===== src/rtl/dff_bank_ctrl_if.sv =====
// -----------------------------------------------------------------------------
// dff_bank_ctrl_if
// Host-side command/configuration bus of the register-bank sequencer.
//
// Signals
//   cfg_wr, cfg_cbit   host -> ctrl   configuration write of the shared mode bits
//   cfg_err            ctrl -> host   one-cycle pulse when a cfg write is dropped
//   cmd_valid, cmd_op  host -> ctrl   command request and opcode
//   cmd_mask, d_in     host -> ctrl   per-cell capture enable and capture data
//   cmd_ready          ctrl -> host   controller idle and able to accept
//   q_out              ctrl -> host   sampled cell values
//   busy, done         ctrl -> host   sequence in progress / completion pulse
//   cmd_err            ctrl -> host   one-cycle pulse on a reserved opcode
//
// Modports
//   master : the host issuing commands
//   slave  : the controller
// -----------------------------------------------------------------------------
interface dff_bank_ctrl_if #(
  parameter int N_CELLS = 8
);
  logic               cfg_wr;
  logic [1:0]         cfg_cbit;
  logic               cfg_err;
  logic               cmd_valid;
  logic               cmd_ready;
  logic [1:0]         cmd_op;
  logic [N_CELLS-1:0] cmd_mask;
  logic [N_CELLS-1:0] d_in;
  logic [N_CELLS-1:0] q_out;
  logic               busy;
  logic               done;
  logic               cmd_err;

  modport master (
    output cfg_wr, cfg_cbit, cmd_valid, cmd_op, cmd_mask, d_in,
    input  cfg_err, cmd_ready, q_out, busy, done, cmd_err
  );

  modport slave (
    input  cfg_wr, cfg_cbit, cmd_valid, cmd_op, cmd_mask, d_in,
    output cfg_err, cmd_ready, q_out, busy, done, cmd_err
  );
endinterface


===== src/rtl/dff_bank_ctrl.sv =====
// -----------------------------------------------------------------------------
// dff_bank_ctrl
// Sequencer for a bank of configurable register cells. It strobes the shared
// set/reset line, opens per-cell clock enables to load data, samples the cell
// outputs back, and reports completion to the host.
//
// Parameters
//   N_CELLS   number of controlled cells
//   SR_PULSE  cycles cell_sr is held high (1..15)
//   CE_GAP    quiet cycles (sr=0, ce=0) after the SR pulse (1..15)
//
// Ports
//   clk        clock, all state changes on the rising edge
//   rst        synchronous active-high reset
//   host       command/config bus (slave side)
//   cell_d     data presented to the cells
//   cell_ce    per-cell clock enable
//   cell_sr    shared set/reset strobe
//   cell_cbit  shared mode bits (bit1: set/reset select, bit0: sync mode)
//   cell_q     cell outputs
//
// State        | meaning
// -------------+--------------------------------------------------------------
// S_IDLE       | waiting for a command; only state that accepts cmd or cfg
// S_SR_ASSERT  | cell_sr high for SR_PULSE cycles
// S_SR_GAP     | sr and ce low for CE_GAP cycles before anything else
// S_CAPTURE    | cell_d = latched data, cell_ce = latched mask for one cycle
// S_SAMPLE     | masked q_out bits load cell_q at the end of this cycle
// S_DONE       | done pulse, back to idle next cycle
// -----------------------------------------------------------------------------
module dff_bank_ctrl #(
  parameter int N_CELLS  = 8,
  parameter int SR_PULSE = 2,
  parameter int CE_GAP   = 1
) (
  input  logic               clk,
  input  logic               rst,
  dff_bank_ctrl_if.slave     host,
  output logic [N_CELLS-1:0] cell_d,
  output logic [N_CELLS-1:0] cell_ce,
  output logic               cell_sr,
  output logic [1:0]         cell_cbit,
  input  logic [N_CELLS-1:0] cell_q
);

  localparam logic [1:0] OP_SR     = 2'b01;
  localparam logic [1:0] OP_CAP    = 2'b10;
  localparam logic [1:0] OP_SR_CAP = 2'b11;

  // Counter reload values: the counter reaches zero in the last cycle of
  // the state, so it is loaded with length-1 on entry.
  localparam logic [3:0] SR_LOAD  = 4'(SR_PULSE - 1);
  localparam logic [3:0] GAP_LOAD = 4'(CE_GAP - 1);

  typedef enum logic [2:0] {
    S_IDLE,
    S_SR_ASSERT,
    S_SR_GAP,
    S_CAPTURE,
    S_SAMPLE,
    S_DONE
  } state_t;

  state_t             r_state;
  logic [3:0]         r_cnt;
  logic [1:0]         r_op;
  logic [N_CELLS-1:0] r_mask;
  logic [N_CELLS-1:0] r_d;
  logic [N_CELLS-1:0] r_cell_d;
  logic [N_CELLS-1:0] r_cell_ce;
  logic               r_cell_sr;
  logic [1:0]         r_cbit;
  logic [N_CELLS-1:0] r_q;
  logic               r_done;
  logic               r_cmd_err;
  logic               r_cfg_err;

  logic w_idle;
  logic w_ready;

  assign w_idle  = (r_state == S_IDLE);
  // Ready is gated by rst so a command can never look accepted in a reset cycle.
  assign w_ready = w_idle && !rst;

  always_ff @(posedge clk) begin
    if (rst) begin
      r_state   <= S_IDLE;
      r_cnt     <= '0;
      r_op      <= '0;
      r_mask    <= '0;
      r_d       <= '0;
      r_cell_d  <= '0;
      r_cell_ce <= '0;
      r_cell_sr <= 1'b0;
      r_cbit    <= 2'b00;
      r_q       <= '0;
      r_done    <= 1'b0;
      r_cmd_err <= 1'b0;
      r_cfg_err <= 1'b0;
    end else begin
      r_done    <= 1'b0;
      r_cmd_err <= 1'b0;
      r_cfg_err <= 1'b0;

      // A write landing on the accept edge is taken here as well, so the
      // command that starts on the same edge already sees the new mode bits.
      if (host.cfg_wr) begin
        if (w_idle) begin
          r_cbit <= host.cfg_cbit;
        end else begin
          r_cfg_err <= 1'b1;
        end
      end

      case (r_state)
        S_IDLE: begin
          if (host.cmd_valid) begin
            r_op   <= host.cmd_op;
            r_mask <= host.cmd_mask;
            r_d    <= host.d_in;
            case (host.cmd_op)
              OP_SR, OP_SR_CAP: begin
                r_state   <= S_SR_ASSERT;
                r_cell_sr <= 1'b1;
                r_cnt     <= SR_LOAD;
              end
              OP_CAP: begin
                r_state   <= S_CAPTURE;
                r_cell_d  <= host.d_in;
                r_cell_ce <= host.cmd_mask;
              end
              default: begin
                // Reserved opcode: report and finish without touching the cells.
                r_state   <= S_DONE;
                r_done    <= 1'b1;
                r_cmd_err <= 1'b1;
              end
            endcase
          end
        end

        S_SR_ASSERT: begin
          if (r_cnt == 4'd0) begin
            r_state   <= S_SR_GAP;
            r_cell_sr <= 1'b0;
            r_cnt     <= GAP_LOAD;
          end else begin
            r_cnt <= r_cnt - 4'd1;
          end
        end

        S_SR_GAP: begin
          if (r_cnt == 4'd0) begin
            if (r_op == OP_SR_CAP) begin
              r_state   <= S_CAPTURE;
              r_cell_d  <= r_d;
              r_cell_ce <= r_mask;
            end else begin
              r_state <= S_DONE;
              r_done  <= 1'b1;
            end
          end else begin
            r_cnt <= r_cnt - 4'd1;
          end
        end

        S_CAPTURE: begin
          r_state   <= S_SAMPLE;
          r_cell_ce <= '0;
        end

        S_SAMPLE: begin
          // Cells loaded on the CAPTURE edge are now visible on cell_q.
          r_q     <= (r_q & ~r_mask) | (cell_q & r_mask);
          r_state <= S_DONE;
          r_done  <= 1'b1;
        end

        S_DONE: begin
          r_state <= S_IDLE;
        end

        default: begin
          r_state   <= S_IDLE;
          r_cell_sr <= 1'b0;
          r_cell_ce <= '0;
        end
      endcase
    end
  end

  assign host.cmd_ready = w_ready;
  assign host.busy      = !w_idle;
  assign host.done      = r_done;
  assign host.cmd_err   = r_cmd_err;
  assign host.cfg_err   = r_cfg_err;
  assign host.q_out     = r_q;

  assign cell_d    = r_cell_d;
  assign cell_ce   = r_cell_ce;
  assign cell_sr   = r_cell_sr;
  assign cell_cbit = r_cbit;

endmodule

===== src/flat_wrapper.sv =====
// flat-port wrapper written by rule: the top's interface ports become plain ports
module dff_bank_ctrl_flat 
#(
  parameter int N_CELLS  = 8,
  parameter int SR_PULSE = 2,
  parameter int CE_GAP   = 1
)
  (clk, rst, cell_d, cell_ce, cell_sr, cell_cbit, cell_q, host_cfg_wr, host_cfg_cbit, host_cmd_valid, host_cmd_op, host_cmd_mask, host_d_in, host_cfg_err, host_cmd_ready, host_q_out, host_busy, host_done, host_cmd_err);
  dff_bank_ctrl_if #(.N_CELLS(N_CELLS)) host_i ();
  input  logic clk;
  input  logic rst;
  output logic [N_CELLS-1:0] cell_d;
  output logic [N_CELLS-1:0] cell_ce;
  output logic cell_sr;
  output logic [1:0] cell_cbit;
  input  logic [N_CELLS-1:0] cell_q;
  input wire logic [$bits(host_i.cfg_wr)-1:0] host_cfg_wr;
  input wire logic [$bits(host_i.cfg_cbit)-1:0] host_cfg_cbit;
  input wire logic [$bits(host_i.cmd_valid)-1:0] host_cmd_valid;
  input wire logic [$bits(host_i.cmd_op)-1:0] host_cmd_op;
  input wire logic [$bits(host_i.cmd_mask)-1:0] host_cmd_mask;
  input wire logic [$bits(host_i.d_in)-1:0] host_d_in;
  output wire logic [$bits(host_i.cfg_err)-1:0] host_cfg_err;
  output wire logic [$bits(host_i.cmd_ready)-1:0] host_cmd_ready;
  output wire logic [$bits(host_i.q_out)-1:0] host_q_out;
  output wire logic [$bits(host_i.busy)-1:0] host_busy;
  output wire logic [$bits(host_i.done)-1:0] host_done;
  output wire logic [$bits(host_i.cmd_err)-1:0] host_cmd_err;
  assign host_i.cfg_wr = host_cfg_wr;
  assign host_i.cfg_cbit = host_cfg_cbit;
  assign host_i.cmd_valid = host_cmd_valid;
  assign host_i.cmd_op = host_cmd_op;
  assign host_i.cmd_mask = host_cmd_mask;
  assign host_i.d_in = host_d_in;
  assign host_cfg_err = host_i.cfg_err;
  assign host_cmd_ready = host_i.cmd_ready;
  assign host_q_out = host_i.q_out;
  assign host_busy = host_i.busy;
  assign host_done = host_i.done;
  assign host_cmd_err = host_i.cmd_err;
  dff_bank_ctrl #(.N_CELLS(N_CELLS), .SR_PULSE(SR_PULSE), .CE_GAP(CE_GAP)) u_core (.clk(clk), .rst(rst), .host(host_i), .cell_d(cell_d), .cell_ce(cell_ce), .cell_sr(cell_sr), .cell_cbit(cell_cbit), .cell_q(cell_q));
endmodule

===== config.mk =====
export PLATFORM = sky130hd
export DESIGN_NAME = dff_bank_ctrl_flat
export DESIGN_NICKNAME = d
export VERILOG_FILES = /design/src/rtl/dff_bank_ctrl_if.sv /design/src/rtl/dff_bank_ctrl.sv /design/src/flat_wrapper.sv
export SDC_FILE = /design/constraint.sdc
export NUM_CORES = 1
export LEC_CHECK = 0
export CELL_PAD_IN_SITES_DETAIL_PLACEMENT = 1
export CELL_PAD_IN_SITES_GLOBAL_PLACEMENT = 2
export CORE_ASPECT_RATIO = 0.6
export CORE_MARGIN = 2
export CORE_UTILIZATION = 30
export DETAILED_ROUTE_END_ITERATION = 10
export HOLD_SLACK_MARGIN = 0.15
export PLACE_DENSITY = 0.92
export SYNTH_ARGS = -nofsm -noshare
export SYNTH_HDL_FRONTEND = slang
export SYNTH_SLANG_ARGS = --single-unit
export TNS_END_PERCENT = 10

===== constraint.sdc =====
create_clock -name clk -period 4.8 [get_ports clk]
set_input_delay 0.48 -clock clk [delete_from_list [all_inputs] [get_ports clk]]
set_output_delay 0.48 -clock clk [all_outputs]
set_load 0.005 [all_outputs]

==> impl_metrics.json, run 1 <==
{
  "required_ns": 4.32,
  "critPathArrivalTime_ns": 2.22,
  "rsz0062_at_grt": "no",
  "ff2ff_setup_slack_ns": 2.38,
  "synthTopCellsByArea": "dfxtp_1 43%, nand2_1 12%, a21oi_1 8.9%, mux2i_1 6.3%, mux2_2 3.5%",
  "pin_count": 64,
  "fin_nets": 388,
  "path_delay_family": "buffers and inverters",
  "crit_type": "flip-flop to primary output",
  "fill_cells": 961,
  "dieWidth_um": 123,
  "max_slew_margin": 0.261,
  "netlist_area_sq_um": 2540,
  "period_needed_ns": 2.70,
  "dieArea_sq_um": 9240,
  "cpPeakStageDelay_ns": 0.51,
  "min_path_type": "flip-flop to flip-flop",
  "postCtsSetupRepairBufs": 0,
  "finalSetupViolations": 0,
  "vias_per_cell": 5.11,
  "cts_hold_buffers": 0,
  "clock_latency_ns": 0.29,
  "dp_slack_ns": 2.35,
  "hpwl_um": 5200,
  "antenna_found_initial": 0,
  "power.density_nw_per_um2": 526,
  "final_cells": 462,
  "p_int_w": 0.00111,
  "fin_skew_ns": 0.00426,
  "grt_pass1_wl_um": 12000,
  "worst_pin_slew_ns": 1.10,
  "coreArea_sq_um": 8040,
  "grt_max_degree": 48,
  "drt_pass1_iterations": 4,
  "syn_to_final_growth_pct": 32.6,
  "drive_gt1_frac": 0.0678,
  "numCtsBuffers": 5,
  "synth_top_area_cell": "dfxtp_1",
  "hold_slack_ns": 0.453,
  "p_clk_frac": 0.230,
  "synth_top_area_frac": 0.434,
  "ys_warn_count": 0,
  "synth_edf_count": 0,
  "seq_area_frac_synth": 0.434,
  "post_drt_wl_per_cell_um": 16.0,
  "ys_types": 40,
  "seqPwrFrac": 0.369,
  "clock_sinks": 55,
  "cts.clk_slew.worst_paths_ns": 0.07,
  "die_h_um": 75.3,
  "critPathCaptureType": "primary output",
  "n_antenna_cell": 0,
  "worst-path-buf-inv": 3,
  "cp_max_fo": 24,
  "placed_cells": 455,
  "switching_share": 0.374,
  "postSynthNetCount": 337,
  "ant_nets": 0,
  "final_common_cell": "nand2_1",
  "slowest_stage": "clkdlybuf4s50_1",
  "cts_max_level": 2,
  "slew_violations": 0,
  "postLayoutCoreUtil": 0.419,
  "p_comb_frac": 0.401,
  "fin_ws_ns": 2.10,
  "vdd_drop_max_mv": 0.150,
  "cap_violations": 0,
  "synth_flop_cell": "dfxtp_1",
  "grt_pass1_vias": 2340,
  "ys_ff_latch": 55,
  "timing.fmax_mhz": 371,
  "p_sw_w": 0.000661,
  "ctsLongestPathBuffers": 2,
  "io_buffers": 63,
  "grt_overflow_total": 0,
  "hold_viol": 0,
  "p_leak_nw": 1.27,
  "start_util": 0.316,
  "drc": 0,
  "status": "finished clean",
  "cts-root-buf": "clkbuf_16",
  "wirelength_um": 7400,
  "grt_usage": 0.168,
  "synthArstFlopShare": 0,
  "most-common-layout-cells": "79 x nand2_1, 62 x clkdlybuf4s50_1, 55 x dfxtp_1",
  "cts-resized-gates": 0,
  "syn-instance-count": 303,
  "vias": 2362,
  "setup-tns-final_ns": 0,
  "period_share": 0.562,
  "drt_iter0_drc": 93,
  "placementRows": 25,
  "globalplace.congestion": 0.789,
  "cp-start-kind": "flip-flop",
  "cts_tree": "built",
  "worstPathCellList": "buf_4 > nor3_1 > inv_1 > nor2_1 > clkdlybuf4s50_1",
  "synth.avg_cell_area_sq_um": 8.38
}
worst paths after layout:
kind | start | endpoint | depth (start not counted)
setup / recovery | u_core.r_state[1]$_SDFFE_PP0P_ | host_cmd_ready | 5
setup reg to reg | u_core.r_state[2]$_SDFFE_PP0P_ | u_core.host.done$_SDFF_PP0_ | 3
hold reg to reg | flip-flop | flip-flop | 2
hold / removal | flip-flop | flip-flop | 2
routing by layer:
metal	track usage	vias up	share of wire
met5	0	-	0
met1	0.235	1142	0.50
li1	-	1157	-
met2	0.265	56	0.43
met4	0.0345	0	0.0072
met3	0.0394	7	0.055
stage by stage:
step / instance area (sq um) / power, W
global placement: 3210 / 0.00134
finish: 3370 / 0.00177
detailed placement: 3210 / 0.00137
global route: 3370 / 0.00190
CTS: 3370 / 0.00178
floorplan: 2540 / 0.00111
tightest hold or removal path: stages (launching register included):
cell and delay, ns:
dfxtp_1 0.31, nand2_1 0.05, a21oi_1 0.05
cell type report:
cell class / instances / area [sq um] / area share
multi-input combinational: 222 / 1320 / 0.391
sequential: 55 / 1100 / 0.327
clock inverter: 1 / 30.0 / 0.00892
clock buffer: 6 / 129 / 0.0383
inverter: 6 / 22.5 / 0.00669
tap: 108 / 135 / 0.0401
timing repair buffer: 64 / 633 / 0.188
synth_stat cells, types with 2 or more instances:
master	count
nand3_1	11
buf_1	2
a211oi_1	3
nor3_1	5
o21ai_0	5
or4b_1	2
mux2_2	8
a311oi_1	8
inv_1	6
buf_6	2
nor3b_2	2
nor2_1	8
a21o_1	2
buf_4	2
dfxtp_1	55
or3b_1	3
a21oi_1	45
mux2i_1	16
clkbuf_1	12
nand3b_1	3
nand2_1	79
and3_1	2
or2_2	2
buf_2	2
ha_1	2
o211ai_1	2
kinds of logic after synthesis:
kind of cell,after synthesis,synth area share
fa+ha+maj,2,0.00986
compound gates,74,0.183
flops,55,0.434
mux,24,0.0986
simple gates,122,0.227
buf+inv,26,0.0483
power groups by stage:
| stage | Clock (W) | Combinational [W] | Sequential, W |
|---|---|---|---|
| 3_5_place_dp | 0 | 0.000709 | 0.000660 |
| 5_1_grt | 0.000436 | 0.000793 | 0.000669 |
| 6_report | 0.000407 | 0.000709 | 0.000653 |
| 2_1_floorplan | 0 | 0.000501 | 0.000614 |
| 3_3_place_gp | 0 | 0.000686 | 0.000656 |
| 4_1_cts | 0.000413 | 0.000715 | 0.000651 |
Note: power is estimated with default switching activity, not from simulation.
==> run 2: changes to the inputs <==
--- a/config.mk
+++ b/config.mk
@@ -9,10 +9,10 @@
 export CELL_PAD_IN_SITES_GLOBAL_PLACEMENT = 2
 export CORE_ASPECT_RATIO = 0.6
 export CORE_MARGIN = 2
-export CORE_UTILIZATION = 30
+export CORE_UTILIZATION = 25
 export DETAILED_ROUTE_END_ITERATION = 10
 export HOLD_SLACK_MARGIN = 0.15
-export PLACE_DENSITY = 0.92
+export PLACE_DENSITY = 0.82
 export SYNTH_ARGS = -nofsm -noshare
 export SYNTH_HDL_FRONTEND = slang
 export SYNTH_SLANG_ARGS = --single-unit
==> constraint.sdc (replaced) <==
create_clock -name clk -period 2.3 [get_ports clk]
set_input_delay 0.23 -clock clk [delete_from_list [all_inputs] [get_ports clk]]
set_output_delay 0.23 -clock clk [all_outputs]
set_load 0.005 [all_outputs]
==> run 2 against run 1 <==
  * Global-route usage decreased by 2.4 points
  * Design area rose by 3.4%
  * Utilization fell by 6.6 points
  * Sequential share of layout area decreased by 1.1 points
  * Routed wire length grew 2.5%
  * Clock-buffer cell count down 1
  * Critical path type unchanged
  * Largest power group unchanged
==> impl_metrics.json, run 2 (same netlist as run 1, synthesis figures left out) <==
{
  "pin_count": 64,
  "min_path_type": "primary input to flip-flop",
  "placementRows": 28,
  "worstPathCellList": "nor3_2 > inv_1 > nor2_1 > clkdlybuf4s50_1",
  "clock_latency_ns": 0.29,
  "cp_max_fo": 12,
  "fin_skew_ns": 0.00668,
  "antenna_found_initial": 0,
  "cts_tree": "built",
  "cts_max_level": 2,
  "worst_pin_slew_ns": 0.761,
  "path_delay_family": "buffers and inverters",
  "slowest_stage": "clkdlybuf4s50_1",
  "postLayoutCoreUtil": 0.352,
  "coreArea_sq_um": 9880,
  "io_buffers": 63,
  "setup-tns-final_ns": 0,
  "grt_max_degree": 27,
  "dp_slack_ns": 0.250,
  "cpPeakStageDelay_ns": 0.50,
  "syn_to_final_growth_pct": 37.1,
  "fin_nets": 400,
  "postCtsSetupRepairBufs": 0,
  "final_common_cell": "nand2_1",
  "period_share": 0.889,
  "vias_per_cell": 4.67,
  "grt_usage": 0.144,
  "cp-start-kind": "flip-flop",
  "required_ns": 2.07,
  "max_slew_margin": 0.491,
  "clock_sinks": 55,
  "p_leak_nw": 1.33,
  "drc": 0,
  "finalSetupViolations": 0,
  "final_cells": 502,
  "hold_viol": 0,
  "drt_pass1_iterations": 4,
  "cts.clk_slew.worst_paths_ns": 0.08,
  "cap_violations": 0,
  "power.density_nw_per_um2": 1060,
  "ctsLongestPathBuffers": 2,
  "postLayoutCellArea_sq_um": 3480,
  "n_antenna_cell": 0,
  "post_drt_wl_per_cell_um": 15.1,
  "dieWidth_um": 134,
  "worst-path-buf-inv": 2,
  "vias": 2342,
  "vdd_drop_max_mv": 0.407,
  "placed_cells": 494,
  "drt_iter0_drc": 109,
  "timing.fmax_mhz": 489,
  "dieArea_sq_um": 11000,
  "numCtsBuffers": 5,
  "drive_gt1_frac": 0.106,
  "status": "finished clean",
  "period_needed_ns": 2.05,
  "ant_nets": 0,
  "start_util": 0.257,
  "cts-root-buf": "clkbuf_16",
  "grt_overflow_total": 0,
  "crit_type": "flip-flop to primary output",
  "globalplace.congestion": 0.843,
  "slew_violations": 0,
  "grt_pass1_wl_um": 12400,
  "rsz0062_at_grt": "no",
  "grt_pass1_vias": 2360,
  "wirelength_um": 7580,
  "fin_ws_ns": 0.254,
  "critPathArrivalTime_ns": 1.82,
  "most-common-layout-cells": "79 x nand2_1, 62 x clkdlybuf4s50_1, 55 x dfxtp_1",
  "place_area_sq_um": 3330,
  "die_h_um": 82.1,
  "hpwl_um": 5530,
  "critPathCaptureType": "primary output"
}
[run 2: layout make-up]
cell class              count  area (sq um)
clock buffers               5           125
clock inverters             3          18.8
fillers                  1163          6400
inverters                   6          22.5
multi-input cells         222          1320
flip-flops and latches     55          1100
well taps                 135           169
repair buffers             76           723
[run 2: timing repair]
action,in CTS,in global routing
hold buffers,0,0
gates resized for setup,0,1
setup endpoints to repair,0,1
[run 2: per-layer routing]
layer | GRT usage | routed length (um)
met3 | 0.0432 | 484
met4 | 0.0158 | 12
met5 | 0 | 0
met1 | 0.207 | 4020
met2 | 0.217 | 3070
[run 2: path summary, 6_finish.rpt]
check | start | to | cells past startpoint | slack [ns]
worst max-delay path | u_core.r_state[0]$_SDFFE_PP0P_ | host_cmd_ready | 4 | 0.25
worst min-delay path | rst | u_core.r_mask[3]$_SDFFE_PP0P_ | 2 | 0.38
worst max register to register | u_core.r_cnt[0]$_SDFFE_PP0P_ | u_core.cell_d[6]$_SDFFE_PP0P_ | 6 | 0.30
worst min register to register | u_core.r_d[0]$_SDFFE_PP0P_ | u_core.r_d[0]$_SDFFE_PP0P_ | 2 | 0.46
[run 2: report_power, final]
part	switching (W)	internal, W	total [W]	leakage (nW)
Combinational	0.000867	0.000732	0.00160	0.805
Clock	0.000361	0.000405	0.000766	0.0740
Sequential	0.000182	0.00115	0.00133	0.449
[run 2: worst reg2reg max path: cells and delay by family, from the launching register on]
kind / cells / cell delay, ns
fa+ha+maj: 1 / 0.18
buf+inv: 1 / 0.14
simple gates: 1 / 0.36
flops: 1 / 0.31
compound gates: 3 / 0.92
[run 2: metrics by stage]
step,power [W],hold WS (ns)
after global placement,0.00291,0.441
after global routing,0.00399,0.403
after floorplan,0.00233,0.366
after detailed placement,0.00295,0.450
final,0.00370,0.382
after CTS,0.00374,0.383
==> run 3: changes to the inputs <==
--- a/config.mk
+++ b/config.mk
@@ -5,6 +5,7 @@
 export SDC_FILE = /design/constraint.sdc
 export NUM_CORES = 1
 export LEC_CHECK = 0
+export CAP_MARGIN = 25
 export CELL_PAD_IN_SITES_DETAIL_PLACEMENT = 1
 export CELL_PAD_IN_SITES_GLOBAL_PLACEMENT = 2
 export CORE_ASPECT_RATIO = 0.6
==> results of run 3 <==
The final DEF is identical to that of run 2; final timing and power are the same.
